### config.mk
export PLATFORM = sky130hd
export DESIGN_NAME = mem_port_arbiter_flat
export DESIGN_NICKNAME = d
export VERILOG_FILES = /design/src/rtl/mem_port_arbiter_if.sv /design/src/rtl/mem_port_arbiter.sv /design/src/flat_wrapper.sv
export SDC_FILE = /design/constraint.sdc
export NUM_CORES = 1
export LEC_CHECK = 0
export CAP_MARGIN = 20
export CORE_AREA = 2 2 122 88
export DETAILED_ROUTE_END_ITERATION = 8
export DIE_AREA = 0 0 124 90
export HOLD_SLACK_MARGIN = 0.02
export PLACE_DENSITY = 0.86
export SLEW_MARGIN = 30
export SYNTH_ARGS = -nofsm -noshare
export SYNTH_HDL_FRONTEND = slang
export SYNTH_SLANG_ARGS = --single-unit
### constraint.sdc
create_clock -name clk_i -period 4.7 [get_ports clk_i]
set_clock_uncertainty 0.05 [all_clocks]
set_input_delay 0.94 -clock clk_i [delete_from_list [all_inputs] [get_ports clk_i]]
set_output_delay 0.94 -clock clk_i [all_outputs]
set_load 0.03 [all_outputs]
### src/rtl/mem_port_arbiter_if.sv
`default_nettype none
// ============================================================================
// Module   : mem_port_arbiter_if
// Purpose  : Single-port memory req/gnt/rvalid channel shared by IF and MEM.
// Revision : 1.0
// ============================================================================
interface mem_port_arbiter_if;
    logic        mem_req_o;
    logic        mem_we_o;
    logic [3:0]  mem_be_o;
    logic [31:0] mem_addr_o;
    logic [31:0] mem_wdata_o;
    logic        mem_gnt_i;
    logic        mem_rvalid_i;
    logic [31:0] mem_rdata_i;

    modport master (
        output mem_req_o, mem_we_o, mem_be_o, mem_addr_o, mem_wdata_o,
        input  mem_gnt_i, mem_rvalid_i, mem_rdata_i
    );

    modport slave (
        input  mem_req_o, mem_we_o, mem_be_o, mem_addr_o, mem_wdata_o,
        output mem_gnt_i, mem_rvalid_i, mem_rdata_i
    );
endinterface
`default_nettype wire

### src/rtl/mem_port_arbiter.sv
`default_nettype none
// ============================================================================
// Module   : mem_port_arbiter
// Purpose  : IF/MEM arbiter for the unified memory, LSU priority with bounded
//            fetch starvation; one outstanding transaction at a time.
// Revision : 1.0
// ============================================================================
module mem_port_arbiter #(
    parameter int unsigned STARVE_MAX = 4
) (
    input  wire logic        clk_i,
    input  wire logic        rst_i,

    input  wire logic        if_req_i,
    input  wire logic [31:0] if_addr_i,
    input  wire logic        if_kill_i,
    output logic [31:0]      if_rdata_o,
    output logic             if_valid_o,
    output logic             stall_if_o,

    input  wire logic        lsu_req_i,
    input  wire logic        lsu_we_i,
    input  wire logic [3:0]  lsu_be_i,
    input  wire logic [31:0] lsu_addr_i,
    input  wire logic [31:0] lsu_wdata_i,
    output logic [31:0]      lsu_rdata_o,
    output logic             lsu_valid_o,
    output logic             stall_mem_o,

    mem_port_arbiter_if.master mem
);

    typedef enum logic [1:0] {
        IDLE = 2'd0,
        REQ  = 2'd1,
        WAIT = 2'd2
    } state_e;

    localparam logic [3:0] C_STARVE_LIM = 4'(STARVE_MAX);

    state_e      state_q, state_d;
    logic        owner_if_q, owner_if_d;
    logic        drop_q, drop_d;
    logic [3:0]  starve_q, starve_d;
    logic        mem_req_q, mem_req_d;
    logic        mem_we_q, mem_we_d;
    logic [3:0]  mem_be_q, mem_be_d;
    logic [31:0] mem_addr_q, mem_addr_d;
    logic [31:0] mem_wdata_q, mem_wdata_d;

    logic w_if_elig;
    logic w_pick_if;
    logic w_done;

    assign w_if_elig = if_req_i & ~if_kill_i;
    assign w_pick_if = w_if_elig & (~lsu_req_i | (starve_q == C_STARVE_LIM));
    // Gating with reset keeps a completion from leaking out during a reset cycle.
    assign w_done    = (state_q == WAIT) & mem.mem_rvalid_i & ~rst_i;

    assign if_valid_o  = w_done & owner_if_q & ~drop_q & ~if_kill_i;
    assign lsu_valid_o = w_done & ~owner_if_q;
    assign if_rdata_o  = mem.mem_rdata_i;
    assign lsu_rdata_o = mem.mem_rdata_i;
    assign stall_if_o  = if_req_i & ~if_valid_o & ~if_kill_i;
    assign stall_mem_o = lsu_req_i & ~lsu_valid_o;

    assign mem.mem_req_o   = mem_req_q;
    assign mem.mem_we_o    = mem_we_q;
    assign mem.mem_be_o    = mem_be_q;
    assign mem.mem_addr_o  = mem_addr_q;
    assign mem.mem_wdata_o = mem_wdata_q;

    always_comb begin
        state_d     = state_q;
        owner_if_d  = owner_if_q;
        drop_d      = drop_q;
        starve_d    = starve_q;
        mem_req_d   = mem_req_q;
        mem_we_d    = mem_we_q;
        mem_be_d    = mem_be_q;
        mem_addr_d  = mem_addr_q;
        mem_wdata_d = mem_wdata_q;

        case (state_q)
            IDLE: begin
                if (w_pick_if) begin
                    state_d     = REQ;
                    owner_if_d  = 1'b1;
                    drop_d      = 1'b0;
                    starve_d    = 4'd0;
                    mem_req_d   = 1'b1;
                    mem_we_d    = 1'b0;
                    mem_be_d    = 4'hF;
                    mem_addr_d  = if_addr_i;
                    mem_wdata_d = 32'h0;
                end else if (lsu_req_i) begin
                    state_d     = REQ;
                    owner_if_d  = 1'b0;
                    drop_d      = 1'b0;
                    // A waiting fetch (even one being killed) counts toward starvation.
                    if (if_req_i && (starve_q < C_STARVE_LIM)) begin
                        starve_d = starve_q + 4'd1;
                    end
                    mem_req_d   = 1'b1;
                    mem_we_d    = lsu_we_i;
                    mem_be_d    = lsu_be_i;
                    mem_addr_d  = lsu_addr_i;
                    mem_wdata_d = lsu_wdata_i;
                end
            end
            REQ: begin
                if (owner_if_q && if_kill_i) begin
                    drop_d = 1'b1;
                end
                if (mem.mem_gnt_i) begin
                    state_d   = WAIT;
                    mem_req_d = 1'b0;
                end
            end
            WAIT: begin
                if (mem.mem_rvalid_i) begin
                    state_d = IDLE;
                    drop_d  = 1'b0;
                end else if (owner_if_q && if_kill_i) begin
                    drop_d = 1'b1;
                end
            end
            default: begin
                state_d   = IDLE;
                mem_req_d = 1'b0;
            end
        endcase
    end

    always_ff @(posedge clk_i) begin
        if (rst_i) begin
            state_q     <= IDLE;
            owner_if_q  <= 1'b0;
            drop_q      <= 1'b0;
            starve_q    <= 4'd0;
            mem_req_q   <= 1'b0;
            mem_we_q    <= 1'b0;
            mem_be_q    <= 4'h0;
            mem_addr_q  <= 32'h0;
            mem_wdata_q <= 32'h0;
        end else begin
            state_q     <= state_d;
            owner_if_q  <= owner_if_d;
            drop_q      <= drop_d;
            starve_q    <= starve_d;
            mem_req_q   <= mem_req_d;
            mem_we_q    <= mem_we_d;
            mem_be_q    <= mem_be_d;
            mem_addr_q  <= mem_addr_d;
            mem_wdata_q <= mem_wdata_d;
        end
    end

endmodule
`default_nettype wire
### src/flat_wrapper.sv
// flat-port wrapper written by rule: the top's interface ports become plain ports
module mem_port_arbiter_flat 
#(
    parameter int unsigned STARVE_MAX = 4
)
  (clk_i, rst_i, if_req_i, if_addr_i, if_kill_i, if_rdata_o, if_valid_o, stall_if_o, lsu_req_i, lsu_we_i, lsu_be_i, lsu_addr_i, lsu_wdata_i, lsu_rdata_o, lsu_valid_o, stall_mem_o, mem_mem_req_o, mem_mem_we_o, mem_mem_be_o, mem_mem_addr_o, mem_mem_wdata_o, mem_mem_gnt_i, mem_mem_rvalid_i, mem_mem_rdata_i);
  mem_port_arbiter_if mem_i ();
  input  wire logic clk_i;
  input  wire logic rst_i;
  input  wire logic if_req_i;
  input  wire logic [31:0] if_addr_i;
  input  wire logic if_kill_i;
  output logic [31:0] if_rdata_o;
  output logic if_valid_o;
  output logic stall_if_o;
  input  wire logic lsu_req_i;
  input  wire logic lsu_we_i;
  input  wire logic [3:0] lsu_be_i;
  input  wire logic [31:0] lsu_addr_i;
  input  wire logic [31:0] lsu_wdata_i;
  output logic [31:0] lsu_rdata_o;
  output logic lsu_valid_o;
  output logic stall_mem_o;
  output wire logic [$bits(mem_i.mem_req_o)-1:0] mem_mem_req_o;
  output wire logic [$bits(mem_i.mem_we_o)-1:0] mem_mem_we_o;
  output wire logic [$bits(mem_i.mem_be_o)-1:0] mem_mem_be_o;
  output wire logic [$bits(mem_i.mem_addr_o)-1:0] mem_mem_addr_o;
  output wire logic [$bits(mem_i.mem_wdata_o)-1:0] mem_mem_wdata_o;
  input wire logic [$bits(mem_i.mem_gnt_i)-1:0] mem_mem_gnt_i;
  input wire logic [$bits(mem_i.mem_rvalid_i)-1:0] mem_mem_rvalid_i;
  input wire logic [$bits(mem_i.mem_rdata_i)-1:0] mem_mem_rdata_i;
  assign mem_mem_req_o = mem_i.mem_req_o;
  assign mem_mem_we_o = mem_i.mem_we_o;
  assign mem_mem_be_o = mem_i.mem_be_o;
  assign mem_mem_addr_o = mem_i.mem_addr_o;
  assign mem_mem_wdata_o = mem_i.mem_wdata_o;
  assign mem_i.mem_gnt_i = mem_mem_gnt_i;
  assign mem_i.mem_rvalid_i = mem_mem_rvalid_i;
  assign mem_i.mem_rdata_i = mem_mem_rdata_i;
  mem_port_arbiter #(.STARVE_MAX(STARVE_MAX)) u_core (.clk_i(clk_i), .rst_i(rst_i), .if_req_i(if_req_i), .if_addr_i(if_addr_i), .if_kill_i(if_kill_i), .if_rdata_o(if_rdata_o), .if_valid_o(if_valid_o), .stall_if_o(stall_if_o), .lsu_req_i(lsu_req_i), .lsu_we_i(lsu_we_i), .lsu_be_i(lsu_be_i), .lsu_addr_i(lsu_addr_i), .lsu_wdata_i(lsu_wdata_i), .lsu_rdata_o(lsu_rdata_o), .lsu_valid_o(lsu_valid_o), .stall_mem_o(stall_mem_o), .mem(mem_i));
endmodule
==> impl_summary.txt, run 1 <==
----------------------------------------------------
[Outcome]
  Run status ... finished clean

[Detailed routing]
  Vias after detailed routing ... 3063
  Routed WL per cell ... 17.4 um
  Initial drt markers ... 117
  First-pass iteration count of the detailed router ... 4
  Wirelength, routed ... 10700 um
  Via-per-instance ratio ... 4.97
  Antenna Violating Nets Remaining ... 0
  DRC Markers ... 0

[Floorplan]
  I/O pin total ... 278
  Die area ... 0.0112 mm^2
  Placeable core region ... 0.0101 mm^2
  Starting Density ... 35.9%
  Die Wd ... 124 um
  Die Y ... 90 um
  Row count ... 31

[Timing]
  Final worst-path cycle share ... 78.7%
  Max transition margin ... 53.8%
  Final setup violation count ... 0
  Final max-slew violation count ... 0
  RSZ-0062 raised after global routing ... no
  Worst Slack Setup Final ... 1.00 ns
  Min Hold Slack ... 0.424 ns
  Fin crit period ... 3.70 ns
  Final total negative setup slack ... 0 ns
  Achievable Freq ... 270 MHz
  Worst Max-Slew Pin Slew ... 0.690 ns
  Number of hold violations in the final report ... 0

[Clocking]
  Clock buffer count from CTS ... 9
  Postcts setup bufs ... 0
  Num Clock Sinks ... 78
  CTS tree ... yes
  Clock-pin slew on the worst setup and hold paths ... 0.06 ns
  Library cell used as clock root buffer ... sky130_fd_sc_hd__clkbuf_16
  Clock tree buffer depth ... 2
  Post-CTS resize count ... 0
  Clock network latency to the later pin of the worst-skew pair ... 0.33 ns
  Hold-fix buffer count after cts ... 0
  CTS H-Tree Depth ... 3

[Worst setup path]
  Depth of the worst register-to-register path ... 6
  Worst setup path category ... primary input to output port
  Largest fanout on the critical path ... 2
  Reg2reg end ... u_core.mem.mem_wdata_o[5]
  Worst setup EP type ... output port
  CP startpoint kind ... primary input
  Critical Path RT ... 3.71 ns
  Crit Reg-Reg Startpoint ... u_core.state_q[1]
  Arrival time of the worst setup path ... 2.71 ns
  FF-to-FF setup slack ... 2.60 ns

[Layout]
  Most common cell after layout, fill and taps aside ... sky130_fd_sc_hd__clkdlybuf4s50_1
  Diodes inserted ... 0
  Post-route cell area ... 0.00536 mm^2
  Most frequent cells in the layout ... sky130_fd_sc_hd__clkdlybuf4s50_1, sky130_fd_sc_hd__dfxtp_1, sky130_fd_sc_hd__inv_1
  Filler cell count in the final layout ... 885
  Ratio of cells with drive above 1 in the final layout ... 7.85%
  P&R area growth vs syn ... 47.9%
  Post-layout nets ... 627

[Worst hold path]
  Start point of the worst min-delay path ... u_core.mem.mem_wdata_o[25]
  Hold Path Depth ... 1
  Class of the tightest hold or removal check ... flop to flop
  Endpoint, Worst Hold ... u_core.mem.mem_wdata_o[25]

[Placed design]
  Port Buf Inserts ... 181
  Detailed Place HPWL ... 7880 um
  DP Worst Slack ... 1.05 ns
  Cell area reported after detailed placement ... 0.00503 mm^2
  Routability congestion estimate from global placement ... 0.759

[Synthesis]
  Synthesis-stage register bit count ... 78
  Yosys Warn Count ... 0
  Post-synthesis cell count ... 368
  Area share of the leading cell type in the synthesized netlist ... 43.1%
  Net Count, Synth ... 516
  Mean cell area of the mapped netlist ... 9.85 um^2
  Post-synth design cell area ... 0.00362 mm^2
  Leading area contributor after synthesis ... sky130_fd_sc_hd__dfxtp_1
  Fraction of the yosys area taken by sequential cells ... 43.1%
  Leading post-synthesis cells by cell area ... sky130_fd_sc_hd__dfxtp_1, sky130_fd_sc_hd__buf_4, sky130_fd_sc_hd__a22o_1, sky130_fd_sc_hd__o221a_1, sky130_fd_sc_hd__o21ai_0
  Synth cell types ... 39

[Pwr]
  Pwr Density ... 537 mW/mm^2
  Final Total Pwr ... 0.00288 W
  Worst IR Drop VDD ... 245 uV
  Static Leakage ... 2.06 nW

[Run]
  Max capacitance violation total ... 0

[GRT]
  First-pass GRT wire length ... 16200 um
  Overall global routing resource usage ... 18.6%
  Global-route congestion overflow total ... 0
  Via count of the first global-routing pass ... 3081
  Pin count of the biggest net entering global routing ... 49
  Number of antenna violations at the first check in global routing ... 0

----------------------------------------------------
==> sequential cells by signal, indices dropped and copies added, names as in the netlist <==
signal                  flops
u_core.mem.mem_we_o         1
u_core.drop_q               1
u_core.mem.mem_addr_o      32
u_core.state_q              2
u_core.mem.mem_req_o        1
u_core.mem.mem_be_o         4
u_core.owner_if_q           1
u_core.starve_q             4
u_core.mem.mem_wdata_o     32
==> layer usage <==
| layer | wire [um] | track usage, % |
|---|---|---|
| met1 | 4290 | 21.4 |
| met2 | 5190 | 31.2 |
| met3 | 1110 | 8.25 |
| met4 | 128 | 4.87 |
| met5 | 0 | 0 |
==> through the flow <==
| step | util [%] | cells |
|---|---|---|
| global placement | 49.7 | 599 |
| CTS | 53.1 | 616 |
| global route | 53.1 | 616 |
| finish | 53.1 | 616 |
| floorplan | - | 368 |
| detailed placement | 49.9 | 600 |
==> worst max path at each step <==
stage | slack [ns] | startpoint | end
finish | 1.00 | mem_mem_rvalid_i | if_valid_o
global route | 0.93 | mem_mem_rvalid_i | if_valid_o
CTS | 1.04 | mem_mem_rvalid_i | if_valid_o
detailed placement | 1.05 | mem_mem_rvalid_i | if_valid_o
global placement | 1.12 | mem_mem_rvalid_i | if_valid_o
floorplan | 1.68 | rst_i | stall_mem_o
==> logic make-up after synthesis <==
| kind of cell | Yosys count | synth area share [%] |
|---|---|---|
| buf+inv | 124 | 21.0 |
| compound gates | 115 | 26.0 |
| flops | 78 | 43.1 |
| simple gates | 40 | 6.35 |
| fa+ha+maj | 8 | 2.76 |
| mux | 3 | 0.863 |
==> layout make-up <==
cell class / count / area (um^2) / share of cell area (%)
Clock buffer: 9 / 225 / 4.20
Clock inverter: 7 / 103 / 1.91
Inverter: 38 / 143 / 2.66
Multi-Input combinational cell: 166 / 1310 / 24.5
Sequential cell: 78 / 1560 / 29.1
Tap cell: 132 / 165 / 3.08
Timing Repair Buffer: 186 / 1850 / 34.5
==> critical path: stages <==
cell	delay, ns
sky130_fd_sc_hd__clkdlybuf4s50_1	0.50
sky130_fd_sc_hd__nand3b_1	0.10
sky130_fd_sc_hd__nor3b_1	0.29
sky130_fd_sc_hd__nor2b_1	0.19
sky130_fd_sc_hd__clkdlybuf4s50_1	0.69
==> report_power, final <==
| part | total, W | switching [W] | internal (W) |
|---|---|---|---|
| clock | 0.000763 | 0.000290 | 0.000474 |
| combinational | 0.00119 | 0.000653 | 0.000537 |
| sequential | 0.000926 | 0.0000977 | 0.000828 |
| total | 0.00288 | 0.00104 | 0.00184 |
==> synthesized netlist by cell type (all sizes together) <==
cell type  number
a41o            1
o221ai          1
inv            38
or3b            1
clkbuf         11
o221a          32
nor3            8
a31oi           2
ha              8
nor2           15
nor3b           1
nand3           1
nor2b           6
o21ai          35
a21boi          1
dfxtp          78
a22o           34
a211oi          3
nor4            1
mux2i           2
buf            75
a311oi          2
a21oi           4
nand3b          1
nand2           4
mux2            1
nand2b          2
(Power assumes the default switching activity.)
==> run 2, diff against run 1 <==
Settings changed: CORE_AREA 2 2 122 88 to 2 2 127 92, DIE_AREA 0 0 124 90 to 0 0 129 94, PLACE_DENSITY 0.86 to 0.8.
Clock period 4.7 ns to 3.6 ns, I/O delays scaled along.
==> run 2 against run 1 <==
Critical path depth stayed put. Core utilization is 3.4 points lower. Global-route usage down 1.3 points. Register-to-register slack worse by 1.1 ns. Critical endpoint unchanged. First-iteration DRC count grew 39%. Sequential share of layout area fell by 0.18 points. Final area is 0.63% higher. Worst setup slack worse by 0.58 ns. Largest power group unchanged. Die area grew 8.7%.
==> impl_summary.txt, run 2 (synthesis gave the netlist of run 1 again) <==
----------------------------------------------------
[Outcome]
  Run status ... finished clean

[Worst hold path]
  Class of the tightest hold or removal check ... flop to flop
  Hold Path Depth ... 1 (unchanged)

[Floorplan]
  Die Y ... 94 um (+4.4%)
  Placeable core region ... 0.0109 mm^2 (+7.6%)
  I/O pin total ... 278 (unchanged)
  Die area ... 0.0121 mm^2 (+8.7%)
  Die Wd ... 129 um (+4.0%)
  Starting Density ... 33.4% (-2.5 points)
  Row count ... 32 (+3.2%)

[Worst setup path]
  Kind of cell adding the most delay to the critical path ... buffers and inverters
  Worst setup EP type ... output port
  Arrival time of the worst setup path ... 2.41 ns (-0.30 ns)
  Crit path cell chain ... clkdlybuf4s50_1 -> nand3b_1 -> nor3b_1 -> nor2b_1 -> clkdlybuf4s50_1
  CP Buf/Inv Count ... 2 (unchanged)
  Cell depth of the worst setup path ... 5 (unchanged)
  Depth of the worst register-to-register path ... 6 (unchanged)
  Critical Path Most Common Cell ... sky130_fd_sc_hd__clkdlybuf4s50_1
  Slowest cell delay on critical path ... 0.67 ns (-0.02 ns)
  Worst setup path category ... primary input to output port
  Slowest cell on the critical path ... sky130_fd_sc_hd__clkdlybuf4s50_1
  Critical Path RT ... 2.83 ns (-0.88 ns)
  Largest fanout on the critical path ... 2 (unchanged)
  FF-to-FF setup slack ... 1.49 ns (-1.11 ns)
  CP startpoint kind ... primary input

[Placed design]
  Cell area reported after detailed placement ... 0.00505 mm^2 (+0.47%)
  Number of cells after detailed placement ... 621 (+3.5%)
  Port Buf Inserts ... 181 (unchanged)
  Detailed Place HPWL ... 7840 um (-0.52%)
  Routability congestion estimate from global placement ... 0.850 (+12%)

[Layout]
  Most common cell after layout, fill and taps aside ... sky130_fd_sc_hd__clkdlybuf4s50_1
  P&R area growth vs syn ... 48.8%
  Post-layout nets ... 627 (unchanged)
  Most frequent cells in the layout ... sky130_fd_sc_hd__clkdlybuf4s50_1, sky130_fd_sc_hd__dfxtp_1, sky130_fd_sc_hd__inv_1
  Diodes inserted ... 0 (unchanged)
  Ratio of cells with drive above 1 in the final layout ... 7.45% (-0.40 points)
  Post-route cell area ... 0.00539 mm^2 (+0.63%)
  Non-filler instance count after layout ... 636 (+3.2%)
  Final core utilization ... 49.7% (-3.4 points)

[Clocking]
  Hold-fix buffer count after cts ... 0 (unchanged)
  Post-CTS resize count ... 0 (unchanged)
  CTS H-Tree Depth ... 3 (unchanged)
  CTS tree ... yes
  Num Clock Sinks ... 78 (unchanged)
  Clock network latency to the later pin of the worst-skew pair ... 0.33 ns (about the same)
  Clock buffer count from CTS ... 9 (unchanged)
  Clock tree buffer depth ... 2 (unchanged)
  Clock-pin slew on the worst setup and hold paths ... 0.06 ns (about the same)
  Library cell used as clock root buffer ... sky130_fd_sc_hd__clkbuf_16
  Postcts setup bufs ... 0 (unchanged)

[GRT]
  Number of antenna violations at the first check in global routing ... 0 (unchanged)
  First-pass GRT wire length ... 16200 um (about the same)
  Via count of the first global-routing pass ... 3114 (+1.1%)
  Overall global routing resource usage ... 17.3% (-1.3 points)
  Pin count of the biggest net entering global routing ... 49 (unchanged)
  Global-route congestion overflow total ... 0 (unchanged)

[Timing]
  Fin crit period ... 3.18 ns
  Final worst-path cycle share ... 88.2%
  Final setup violation count ... 0 (unchanged)
  Final max-slew violation count ... 0 (unchanged)
  Number of hold violations in the final report ... 0 (unchanged)
  Worst Max-Slew Pin Slew ... 0.757 ns (+0.0665 ns)
  Max transition margin ... 49.4% (-4.4 points)
  Achievable Freq ... 315 MHz
  Final total negative setup slack ... 0 ns (unchanged)
  RSZ-0062 raised after global routing ... no

[Detailed routing]
  Wirelength, routed ... 10700 um (+0.15%)
  First-pass iteration count of the detailed router ... 6 (+2)
  DRC Markers ... 0 (unchanged)
  Vias after detailed routing ... 3073 (+0.33%)
  Antenna Violating Nets Remaining ... 0 (unchanged)
  Routed WL per cell ... 16.9 um (-3.0%)
  Initial drt markers ... 163 (+39%)
  Via-per-instance ratio ... 4.83 (-2.8%)

[Pwr]
  Static Leakage ... 2.06 nW (+0.10%)
  Pwr Density ... 703 mW/mm^2 (+31%)
  Worst IR Drop VDD ... 258 uV (+5.4%)

[Run]
  Max capacitance violation total ... 0 (unchanged)

----------------------------------------------------
-- run 2: worst paths after layout --
check,from,end
setup / recovery,mem_mem_rvalid_i,if_valid_o
hold / removal,u_core.mem.mem_wdata_o[8],u_core.mem.mem_wdata_o[8]
setup reg to reg,u_core.state_q[1],u_core.mem.mem_wdata_o[6]
hold reg to reg,u_core.mem.mem_wdata_o[8],u_core.mem.mem_wdata_o[8]
-- run 2: stage by stage --
| stage | power, W | setup WS (ns) | hold slack (ns) |
|---|---|---|---|
| floorplan | 0.00227 | 1.02 | 0.418 |
| global placement | 0.00273 | 0.462 | 0.406 |
| detailed placement | 0.00277 | 0.420 | 0.405 |
| CTS | 0.00383 | 0.414 | 0.426 |
| global route | 0.00399 | 0.285 | 0.440 |
| finish | 0.00379 | 0.424 | 0.424 |
-- run 2: final cells by class --
class                      instances  area (um^2)
tap                              153          191
multi-input combinational        166         1310
timing repair buffer             186         1850
clock inverter                     4         95.1
fill                             984         5460
inverter                          38          143
clock buffer                      11          243
sequential                        78         1560
-- run 2: worst register-to-register path: cells and delay by family, from the launching register on --
family | cells | cell delay [ns]
simple gates | 2 | 0.70
buf+inv | 2 | 0.42
flops | 1 | 0.35
fa+ha+maj | 1 | 0.34
compound gates | 1 | 0.18
-- run 2: per-layer routing --
| layer | GRT usage [%] | vias up | share of wire (%) |
|---|---|---|---|
| li1 | - | 1462 | - |
| met1 | 20.1 | 1480 | 42 |
| met2 | 28.5 | 117 | 50 |
| met3 | 7.80 | 14 | 7.2 |
| met4 | 5.62 | 0 | 0.77 |
| met5 | 0 | - | 0 |
-- run 2: power by group --
part | switching, W | internal, W
sequential | 0.000132 | 0.00108
combinational | 0.000845 | 0.000701
clock | 0.000340 | 0.000691
==> run 3, diff against run 2 <==
Settings changed: PLACE_DENSITY 0.8 to 0.87.
==> run 3 against run 2 <==
Critical endpoint unchanged. Largest cell class unchanged. Final area up 0.21%. Die area did not move. Clock-buffer cell count did not move. Critical path type unchanged.
==> impl_summary.txt, run 3 (synthesis gave the netlist of run 1 again) <==
----------------------------------------------------
[Outcome]
  Run status ... finished clean

[GRT]
  Pin count of the biggest net entering global routing ... 49 (unchanged)
  Via count of the first global-routing pass ... 3106 (-0.26%)
  Number of antenna violations at the first check in global routing ... 0 (unchanged)
  First-pass GRT wire length ... 15800 um (-2.1%)
  Global-route congestion overflow total ... 0 (unchanged)
  Overall global routing resource usage ... 16.8% (-0.48 points)

[Worst setup path]
  Largest fanout on the critical path ... 2 (unchanged)
  Worst setup EP type ... output port
  Crit Reg-Reg Startpoint ... u_core.state_q[1]
  Depth of the worst register-to-register path ... 6 (unchanged)
  Worst setup path category ... primary input to output port
  Reg2reg end ... u_core.mem.mem_addr_o[1]
  CP startpoint kind ... primary input
  Critical Path RT ... 2.83 ns (about the same)
  Arrival time of the worst setup path ... 2.45 ns (+0.04 ns)
  FF-to-FF setup slack ... 1.46 ns (-0.03 ns)

[Layout]
  Post-layout nets ... 627 (unchanged)
  Filler cell count in the final layout ... 953 (-3.2%)
  Most common cell after layout, fill and taps aside ... sky130_fd_sc_hd__clkdlybuf4s50_1
  Final core utilization ... 49.8% (+0.10 points)
  Area of the multi-input gates ... 0.00131 mm^2 (unchanged)
  Most frequent cells in the layout ... sky130_fd_sc_hd__clkdlybuf4s50_1, sky130_fd_sc_hd__dfxtp_1, sky130_fd_sc_hd__inv_1
  Non-filler instance count after layout ... 637 (+0.16%)
  Ratio of cells with drive above 1 in the final layout ... 7.64% (+0.19 points)
  P&R area growth vs syn ... 49.1%
  Diodes inserted ... 0 (unchanged)
  Footprint of the flip-flops and latches ... 0.00156 mm^2 (unchanged)
  Post-route cell area ... 0.00540 mm^2 (+0.21%)

[Placed design]
  Detailed Place HPWL ... 7610 um (-2.9%)
  Port Buf Inserts ... 181 (unchanged)
  Routability congestion estimate from global placement ... 0.823 (-3.2%)
  Number of cells after detailed placement ... 621 (unchanged)
  Cell area reported after detailed placement ... 0.00505 mm^2 (unchanged)

[Worst hold path]
  Start point of the worst min-delay path ... u_core.mem.mem_wdata_o[18]
  Hold Path Depth ... 1 (unchanged)
  Endpoint, Worst Hold ... u_core.mem.mem_wdata_o[18]
  Class of the tightest hold or removal check ... flop to flop

[Detailed routing]
  Antenna Violating Nets Remaining ... 0 (unchanged)
  DRC Markers ... 0 (unchanged)
  Wirelength, routed ... 10300 um (-3.6%)
  Initial drt markers ... 184 (+13%)
  First-pass iteration count of the detailed router ... 5 (-1)
  Vias after detailed routing ... 3108 (+1.1%)
  Routed WL per cell ... 16.2 um (-3.8%)
  Via-per-instance ratio ... 4.88 (+0.98%)

[Floorplan]
  Placeable core region ... 0.0109 mm^2 (unchanged)
  Row count ... 32 (unchanged)
  I/O pin total ... 278 (unchanged)
  Die Y ... 94 um (unchanged)
  Die Wd ... 129 um (unchanged)
  Die area ... 0.0121 mm^2 (unchanged)
  Starting Density ... 33.4% (unchanged)

[Timing]
  Final setup violation count ... 0 (unchanged)
  Number of hold violations in the final report ... 0 (unchanged)
  Fin crit period ... 3.22 ns (+0.0391 ns)
  Max transition margin ... 51.6% (+2.2 points)
  Worst Max-Slew Pin Slew ... 0.724 ns (-0.0327 ns)
  Final worst-path cycle share ... 89.3% (+1.1 points)
  Final max-slew violation count ... 0 (unchanged)
  Achievable Freq ... 311 MHz (-1.2%)
  RSZ-0062 raised after global routing ... no
  Final total negative setup slack ... 0 ns (unchanged)

[Pwr]
  Pwr Density ... 704 mW/mm^2 (+0.22%)
  Worst IR Drop VDD ... 288 uV (+12%)
  Static Leakage ... 2.06 nW (about the same)

[Clocking]
  Clock buffer count from CTS ... 9 (unchanged)
  CTS tree ... yes
  CTS H-Tree Depth ... 3 (unchanged)
  Postcts setup bufs ... 0 (unchanged)
  Hold-fix buffer count after cts ... 0 (unchanged)
  Library cell used as clock root buffer ... sky130_fd_sc_hd__clkbuf_16
  Num Clock Sinks ... 78 (unchanged)
  Clock network latency to the later pin of the worst-skew pair ... 0.33 ns (about the same)
  Clock-pin slew on the worst setup and hold paths ... 0.06 ns (about the same)
  Post-CTS resize count ... 0 (unchanged)
  Clock tree buffer depth ... 2 (unchanged)

[Run]
  Max capacitance violation total ... 0 (unchanged)

----------------------------------------------------
## run 3: cell count changes in the layout (fill, tap and decap cells not counted), sizes merged
cell      before  now
clkinvlp       0    1
## run 3: where the power goes
| part | total (W) | leakage [nW] | switching [W] | internal, W |
|---|---|---|---|---|
| Combinational | 0.00154 | 1.25 | 0.000845 | 0.000699 |
| Clock | 0.00105 | 0.166 | 0.000351 | 0.000697 |
| Sequential | 0.00121 | 0.644 | 0.000132 | 0.00108 |
| Total | 0.00381 | 2.06 | 0.00133 | 0.00248 |
## run 3: critical path, stage by stage
cell and delay, ns:
sky130_fd_sc_hd__clkdlybuf4s50_1 0.49, sky130_fd_sc_hd__nand3b_1 0.10, sky130_fd_sc_hd__nor3b_1 0.28, sky130_fd_sc_hd__nor2b_1 0.17, sky130_fd_sc_hd__clkdlybuf4s50_1 0.68
## run 3: layout make-up
cell class	instances	area share (%)
Timing Repair Buffer	186	34.2
Sequential cell	78	28.9
Multi-Input combinational cell	166	24.3
Clock buffer	11	4.49
Tap cell	153	3.54
Inverter	38	2.64
Clock inverter	5	1.97
## run 3: layer usage
layer	vias to the layer above	wire (um)	GRT usage (%)
met5	-	35	2.26
met4	2	178	6.25
met3	20	800	7.57
met2	162	5100	26.5
met1	1464	4230	20.0
li1	1460	-	-
## run 3: through the flow
stage               hold WS [ns]  total power [W]  setup slack, ns
finish                     0.422          0.00381            0.385
global route               0.442          0.00400            0.279
CTS                        0.424          0.00384            0.381
detailed placement         0.403          0.00277            0.391
global placement           0.408          0.00272            0.477
floorplan                  0.418          0.00227             1.02
## run 3: how the worst max path moves through the flow
| stage | from | to | slack, ns | depth (start not counted) |
|---|---|---|---|---|
| floorplan | rst_i | stall_mem_o | 1.02 | 4 |
| global placement | mem_mem_rvalid_i | if_valid_o | 0.48 | 5 |
| detailed placement | mem_mem_rvalid_i | if_valid_o | 0.39 | 5 |
| CTS | mem_mem_rvalid_i | if_valid_o | 0.38 | 5 |
| global route | mem_mem_rvalid_i | if_valid_o | 0.28 | 5 |
| finish | mem_mem_rvalid_i | if_valid_o | 0.38 | 5 |
